[config.mk]
export PLATFORM = sky130hd
export DESIGN_NAME = dma_arbiter
export DESIGN_NICKNAME = d
export VERILOG_FILES = /design/src/rtl/dma_arb_pkg.sv /design/src/rtl/dma_rr_picker.sv /design/src/rtl/dma_arbiter.sv
export SDC_FILE = /design/constraint.sdc
export NUM_CORES = 1
export LEC_CHECK = 0
export BUFFER_PORTS_ARGS = -buffer_cell sky130_fd_sc_hd__buf_2
export CAP_MARGIN = 20
export CORE_MARGIN = 3
export CORE_UTILIZATION = 52
export DETAILED_ROUTE_END_ITERATION = 12
export PLACE_DENSITY = 0.83
export SLEW_MARGIN = 20
export SYNTH_ARGS = -nofsm -noshare
export SYNTH_HDL_FRONTEND = slang
export SYNTH_HIERARCHICAL = 1
export SYNTH_SLANG_ARGS = --single-unit
[constraint.sdc]
create_clock -name clk -period 4.5 [get_ports clk]
set_input_delay 0.9 -clock clk [delete_from_list [all_inputs] [get_ports clk]]
set_output_delay 0.9 -clock clk [all_outputs]
set_load 0.1 [all_outputs]
[src/rtl/dma_arb_pkg.sv]
// Shared constants for the DMA channel arbiter: FSM encoding, default size width
// and an elaboration-time log2 helper.
package dma_arb_pkg;

   localparam logic [1:0] ST_IDLE  = 2'd0;
   localparam logic [1:0] ST_START = 2'd1;
   localparam logic [1:0] ST_WAIT  = 2'd2;
   localparam logic [1:0] ST_DONE  = 2'd3;

   localparam int unsigned DEFAULT_SIZE_W = 4;

   // Bits needed to index `value` items; never less than one.
   function automatic int unsigned clog2(input int unsigned value);
      int unsigned result;
      result = 1;
      while ((32'd1 << result) < value) result++;
      return result;
   endfunction

endpackage

[src/rtl/dma_rr_picker.sv]
// Combinational round-robin picker: first set request at or above rr_ptr, wrapping.
module dma_rr_picker
   import dma_arb_pkg::*;
#(
   parameter int unsigned N_CH = 4,
   parameter int unsigned ID_W = clog2(N_CH)
) (
   input  logic [N_CH-1:0] req,
   input  logic [ID_W-1:0] rr_ptr,
   output logic            valid,
   output logic [N_CH-1:0] pick,
   output logic [ID_W-1:0] idx
);

   logic [ID_W-1:0] cand;

   always_comb begin
      valid = 1'b0;
      idx   = '0;
      pick  = '0;
      cand  = '0;
      // Scan from the farthest offset down so the nearest hit is the last one written.
      for (int i = int'(N_CH) - 1; i >= 0; i--) begin
         cand = ID_W'((int'(rr_ptr) + i) % int'(N_CH));
         if (req[cand]) begin
            valid = 1'b1;
            idx   = cand;
         end
      end
      if (valid) pick[idx] = 1'b1;
   end

endmodule

[src/rtl/dma_arbiter.sv]
// Round-robin scheduler sharing one DMA engine between N_CH channels.
// Optional WAIT-state timeout is enabled by defining DMA_ARB_TIMEOUT_EN.
module dma_arbiter
   import dma_arb_pkg::*;
#(
   parameter int unsigned N_CH        = 4,
   parameter int unsigned SIZE_W      = DEFAULT_SIZE_W,
   parameter int unsigned TIMEOUT_CYC = 64,
   localparam int unsigned ID_W       = clog2(N_CH)
) (
   input  logic                   clk,
   input  logic                   reset_n,
   input  logic [N_CH-1:0]        req,
   input  logic [N_CH*SIZE_W-1:0] size_in,
   output logic [N_CH-1:0]        ack,
   output logic [N_CH-1:0]        grant,
   output logic [ID_W-1:0]        gnt_id,
   output logic                   busy,
   output logic                   dma_start,
   output logic [SIZE_W-1:0]      dma_size,
   input  logic                   dma_done,
   output logic                   err
);

   logic [1:0]        state_q, state_d;
   logic [ID_W-1:0]   rr_ptr_q, rr_ptr_d;
   logic [N_CH-1:0]   grant_q, grant_d;
   logic [ID_W-1:0]   gnt_id_q, gnt_id_d;
   logic [SIZE_W-1:0] size_q, size_d;
   logic [N_CH-1:0]   ack_q, ack_d;
   logic              start_q, start_d;
   logic              busy_q, busy_d;

   logic              pick_valid;
   logic [N_CH-1:0]   pick;
   logic [ID_W-1:0]   pick_idx;
   logic [SIZE_W-1:0] sel_size;

`ifdef DMA_ARB_TIMEOUT_EN
   localparam int unsigned CNT_W = clog2(TIMEOUT_CYC + 1);
   logic [CNT_W-1:0] cnt_q, cnt_d;
   logic             err_q, err_d;
`endif

   dma_rr_picker #(
      .N_CH (N_CH),
      .ID_W (ID_W)
   ) u_picker (
      .req    (req),
      .rr_ptr (rr_ptr_q),
      .valid  (pick_valid),
      .pick   (pick),
      .idx    (pick_idx)
   );

   assign sel_size = size_in[int'(pick_idx) * int'(SIZE_W) +: SIZE_W];

   always_comb begin
      state_d  = state_q;
      rr_ptr_d = rr_ptr_q;
      grant_d  = grant_q;
      gnt_id_d = gnt_id_q;
      size_d   = size_q;
      ack_d    = '0;
      start_d  = 1'b0;
`ifdef DMA_ARB_TIMEOUT_EN
      cnt_d    = cnt_q;
      err_d    = 1'b0;
`endif
      unique case (state_q)
         ST_IDLE: begin
            if (pick_valid) begin
               grant_d  = pick;
               gnt_id_d = pick_idx;
               size_d   = sel_size;
               // Zero-length transfers skip the engine and acknowledge directly.
               if (sel_size != '0) begin
                  state_d = ST_START;
                  start_d = 1'b1;
               end else begin
                  state_d = ST_DONE;
                  ack_d   = pick;
               end
            end
         end
         ST_START: begin
            state_d = ST_WAIT;
`ifdef DMA_ARB_TIMEOUT_EN
            cnt_d   = '0;
`endif
         end
         ST_WAIT: begin
            if (dma_done) begin
               state_d = ST_DONE;
               ack_d   = grant_q;
`ifdef DMA_ARB_TIMEOUT_EN
            end else if (cnt_q == CNT_W'(TIMEOUT_CYC - 1)) begin
               state_d = ST_DONE;
               ack_d   = grant_q;
               err_d   = 1'b1;
            end else begin
               cnt_d   = cnt_q + 1'b1;
`endif
            end
         end
         ST_DONE: begin
            state_d  = ST_IDLE;
            grant_d  = '0;
            gnt_id_d = '0;
            rr_ptr_d = (gnt_id_q == ID_W'(N_CH - 1)) ? '0 : gnt_id_q + 1'b1;
         end
         default: state_d = ST_IDLE;
      endcase
      busy_d = (state_d != ST_IDLE);
   end

   always_ff @(posedge clk or negedge reset_n) begin
      if (!reset_n) begin
         state_q  <= ST_IDLE;
         rr_ptr_q <= '0;
         grant_q  <= '0;
         gnt_id_q <= '0;
         size_q   <= '0;
         ack_q    <= '0;
         start_q  <= 1'b0;
         busy_q   <= 1'b0;
      end else begin
         state_q  <= state_d;
         rr_ptr_q <= rr_ptr_d;
         grant_q  <= grant_d;
         gnt_id_q <= gnt_id_d;
         size_q   <= size_d;
         ack_q    <= ack_d;
         start_q  <= start_d;
         busy_q   <= busy_d;
      end
   end

`ifdef DMA_ARB_TIMEOUT_EN
   always_ff @(posedge clk or negedge reset_n) begin
      if (!reset_n) begin
         cnt_q <= '0;
         err_q <= 1'b0;
      end else begin
         cnt_q <= cnt_d;
         err_q <= err_d;
      end
   end

   assign err = err_q;
`else
   assign err = 1'b0;
`endif

   assign ack       = ack_q;
   assign grant     = grant_q;
   assign gnt_id    = gnt_id_q;
   assign busy      = busy_q;
   assign dma_start = start_q;
   assign dma_size  = size_q;

endmodule

==> impl_metrics.yaml <==
yosys:
  syn-instance-count: 120
  ys_seq_area_frac: 0.435
  synthesis.nets: 147
  async_flop_share: 1.00
  yosysTopAreaCell: "dfrtp_1"
  avgSynthCellArea_um2: 9.59
  synth_enable_flop_cells: 0
  ys_ff_latch: 20
  yosys.area.top_type_share: 0.435
  yosys-top-cells-area: "dfrtp_1 (43%), mux4_2 (7.8%), nand2_1 (7.5%)"
  synthFlopType: "dfrtp_1"
  ys_types: 31
  syn_area_um2: 1150
  yosys_warnings: 6
floorplanning:
  initial_core_util: 0.569
  fp.dieArea_um2: 2810
  io_pins: 40
  rows: 16
  dieWidth_um: 53.1
  core_area_um2: 2020
  fp.dieH_um: 53.1
critical_path:
  reg2reg_depth: 6
  crit_path_max_fanout: 8
  crit_required_ns: 4.69
  crit_chain: "buf_2, nand2b_1, nor3b_1, o22a_1, mux4_2, or4_4, and2_1"
  cp.arrival_ns: 3.04
  cpPeakStageDelay_ns: 0.59
  crit_slowest_cell: "or4_4"
  path_class: "input pin to flip-flop"
  worstSetupEndpointType: "flip-flop"
  worst_setup_path_start_kind: "input pin"
cells_and_area:
  layout_commonest_cell: "buf_2"
  syn2layout_area_growth_pct: 18.4
  post-route-util: 0.674
  diodes: 0
  nets: 184
  final_cell_mix: "buf_2 (38), nand2_1 (23), dfrtp_1 (20)"
  fillers: 186
  drive_above_1_share: 0.329
place:
  port_buffers: 38
  routabilityCongestion: 0.799
  hpwl_um: 2160
worst_hold_path:
  min_path_cells: 2
  hp-class: "flip-flop to flip-flop"
grt:
  grt_remaining_overflow: 0
  antenna_found_initial: 0
  grt_pass1_vias: 1004
  grt_use_total: 0.213
  grt_max_degree: 21
  grt_pass1_wl_um: 4420
timing:
  finalSetupViolations: 0
  slew_violations: 0
  fmax_ghz: 0.350
  tightest_slew_ns: 0.588
  fin_crit_sh: 0.634
  tns_ns: 0
  fin_skew_ns: 0.00654
  rsz0062_at_grt: "no"
  layout_min_cycle_time_ns: 2.85
  slew_headroom: 0.607
  finalHoldViolations: 0
route:
  drt-total-wl_um: 2750
  vias_per_cell: 5.68
  drc_errors: 0
  vias: 1034
  avgRoutedWirePerCell_um: 15.1
  ant_nets: 0
  drt_first_iter_violations: 25
  first_pass_iters: 4
status:
  status: "finished clean"
clock_network:
  ctsResizeCount: 0
  clockBufferDepth: 2
  h-tree-depth: 1
  cts_root_buf: "clkbuf_4"
  cts_hold_buf: 0
  numCtsBuffers: 3
  cts_tree: "yes"
  postCtsSetupBuffers: 0
  clock_latency_ns: 0.29
  clk_pin_slew_worst_paths_ns: 0.10
  clock-sinks: 20
run:
  cap_violations: 0
## registers in the layout, indices dropped and copies added, names as in the netlist
register and count:
state_q 2, gnt_id 2, dma_size 4, dma_start 1, rr_ptr_q 2, busy 1
grant 4, ack 4
## through the flow
| step | std cells | worst slack, ns | cell area (um2) | hold WS, ns |
|---|---|---|---|---|
| 4_1_cts | 182 | 1.63 | 1360 | 0.491 |
| 5_1_grt | 182 | 1.51 | 1360 | 0.522 |
| 2_1_floorplan | 120 | 1.68 | 1150 | 0.475 |
| 3_3_place_gp | 179 | 1.40 | 1340 | 0.458 |
| 3_5_place_dp | 179 | 1.34 | 1340 | 0.467 |
| 6_report | 182 | 1.65 | 1360 | 0.497 |
## routing by layer
layer / vias to the layer above / global-route usage / part of all wire
met4: 0 / 0.0638 / 0.018
met5: - / 0 / 0
met1: 496 / 0.247 / 0.40
li1: 494 / - / -
met3: 6 / 0.0169 / 0.048
met2: 38 / 0.407 / 0.53
## cell families after synthesis
logic type	count (synthesis)	share of synthesized area
mux	6	0.0978
fa+ha+maj	4	0.0435
flops	20	0.435
simple gates	47	0.202
buf+inv	11	0.0467
other cells	1	0.00326
compound gates	31	0.172
## area by class of cell
cell class,count,area [um2],area share
clock buffer,3,22.5,0.0165
inverter,5,18.8,0.0138
multi-input combinational,89,597,0.438
sequential,20,500,0.367
tap,27,33.8,0.0248
timing repair buffer,38,190,0.140
## synthesized netlist by cell type, types with 3 or more instances
master / instances
mux4_2: 4
nor2_1: 5
o21ai_1: 5
nor3_1: 3
inv_1: 5
a22oi_1: 8
nand2_1: 23
ha_1: 4
dfrtp_1: 20
nand3_1: 4
clkbuf_1: 3
o21ai_0: 11
## final timing paths
| kind | from | endpoint | slack [ns] |
|---|---|---|---|
| min in group asynchronous | reset_n | grant[3] | 0.52 |
| max in group asynchronous | reset_n | state_q[1] | 3.67 |
| worst min-delay path | dma_size[2] | dma_size[2] | 0.50 |
| worst max-delay path | req[1] | dma_start | 1.65 |
| worst min register to register | dma_size[2] | dma_size[2] | 0.50 |
| worst max register to register | rr_ptr_q[1] | dma_start | 1.86 |
## critical path, delay by kind of cell
family          cells  cell delay (ns)
compound gates      1             0.34
mux                 1             0.56
simple gates        4             1.08
buf+inv             1             0.15
Power is left out: the tool's default activity adds up to more than one toggle a clock period on the data nets, which glitch-free logic cannot reach.
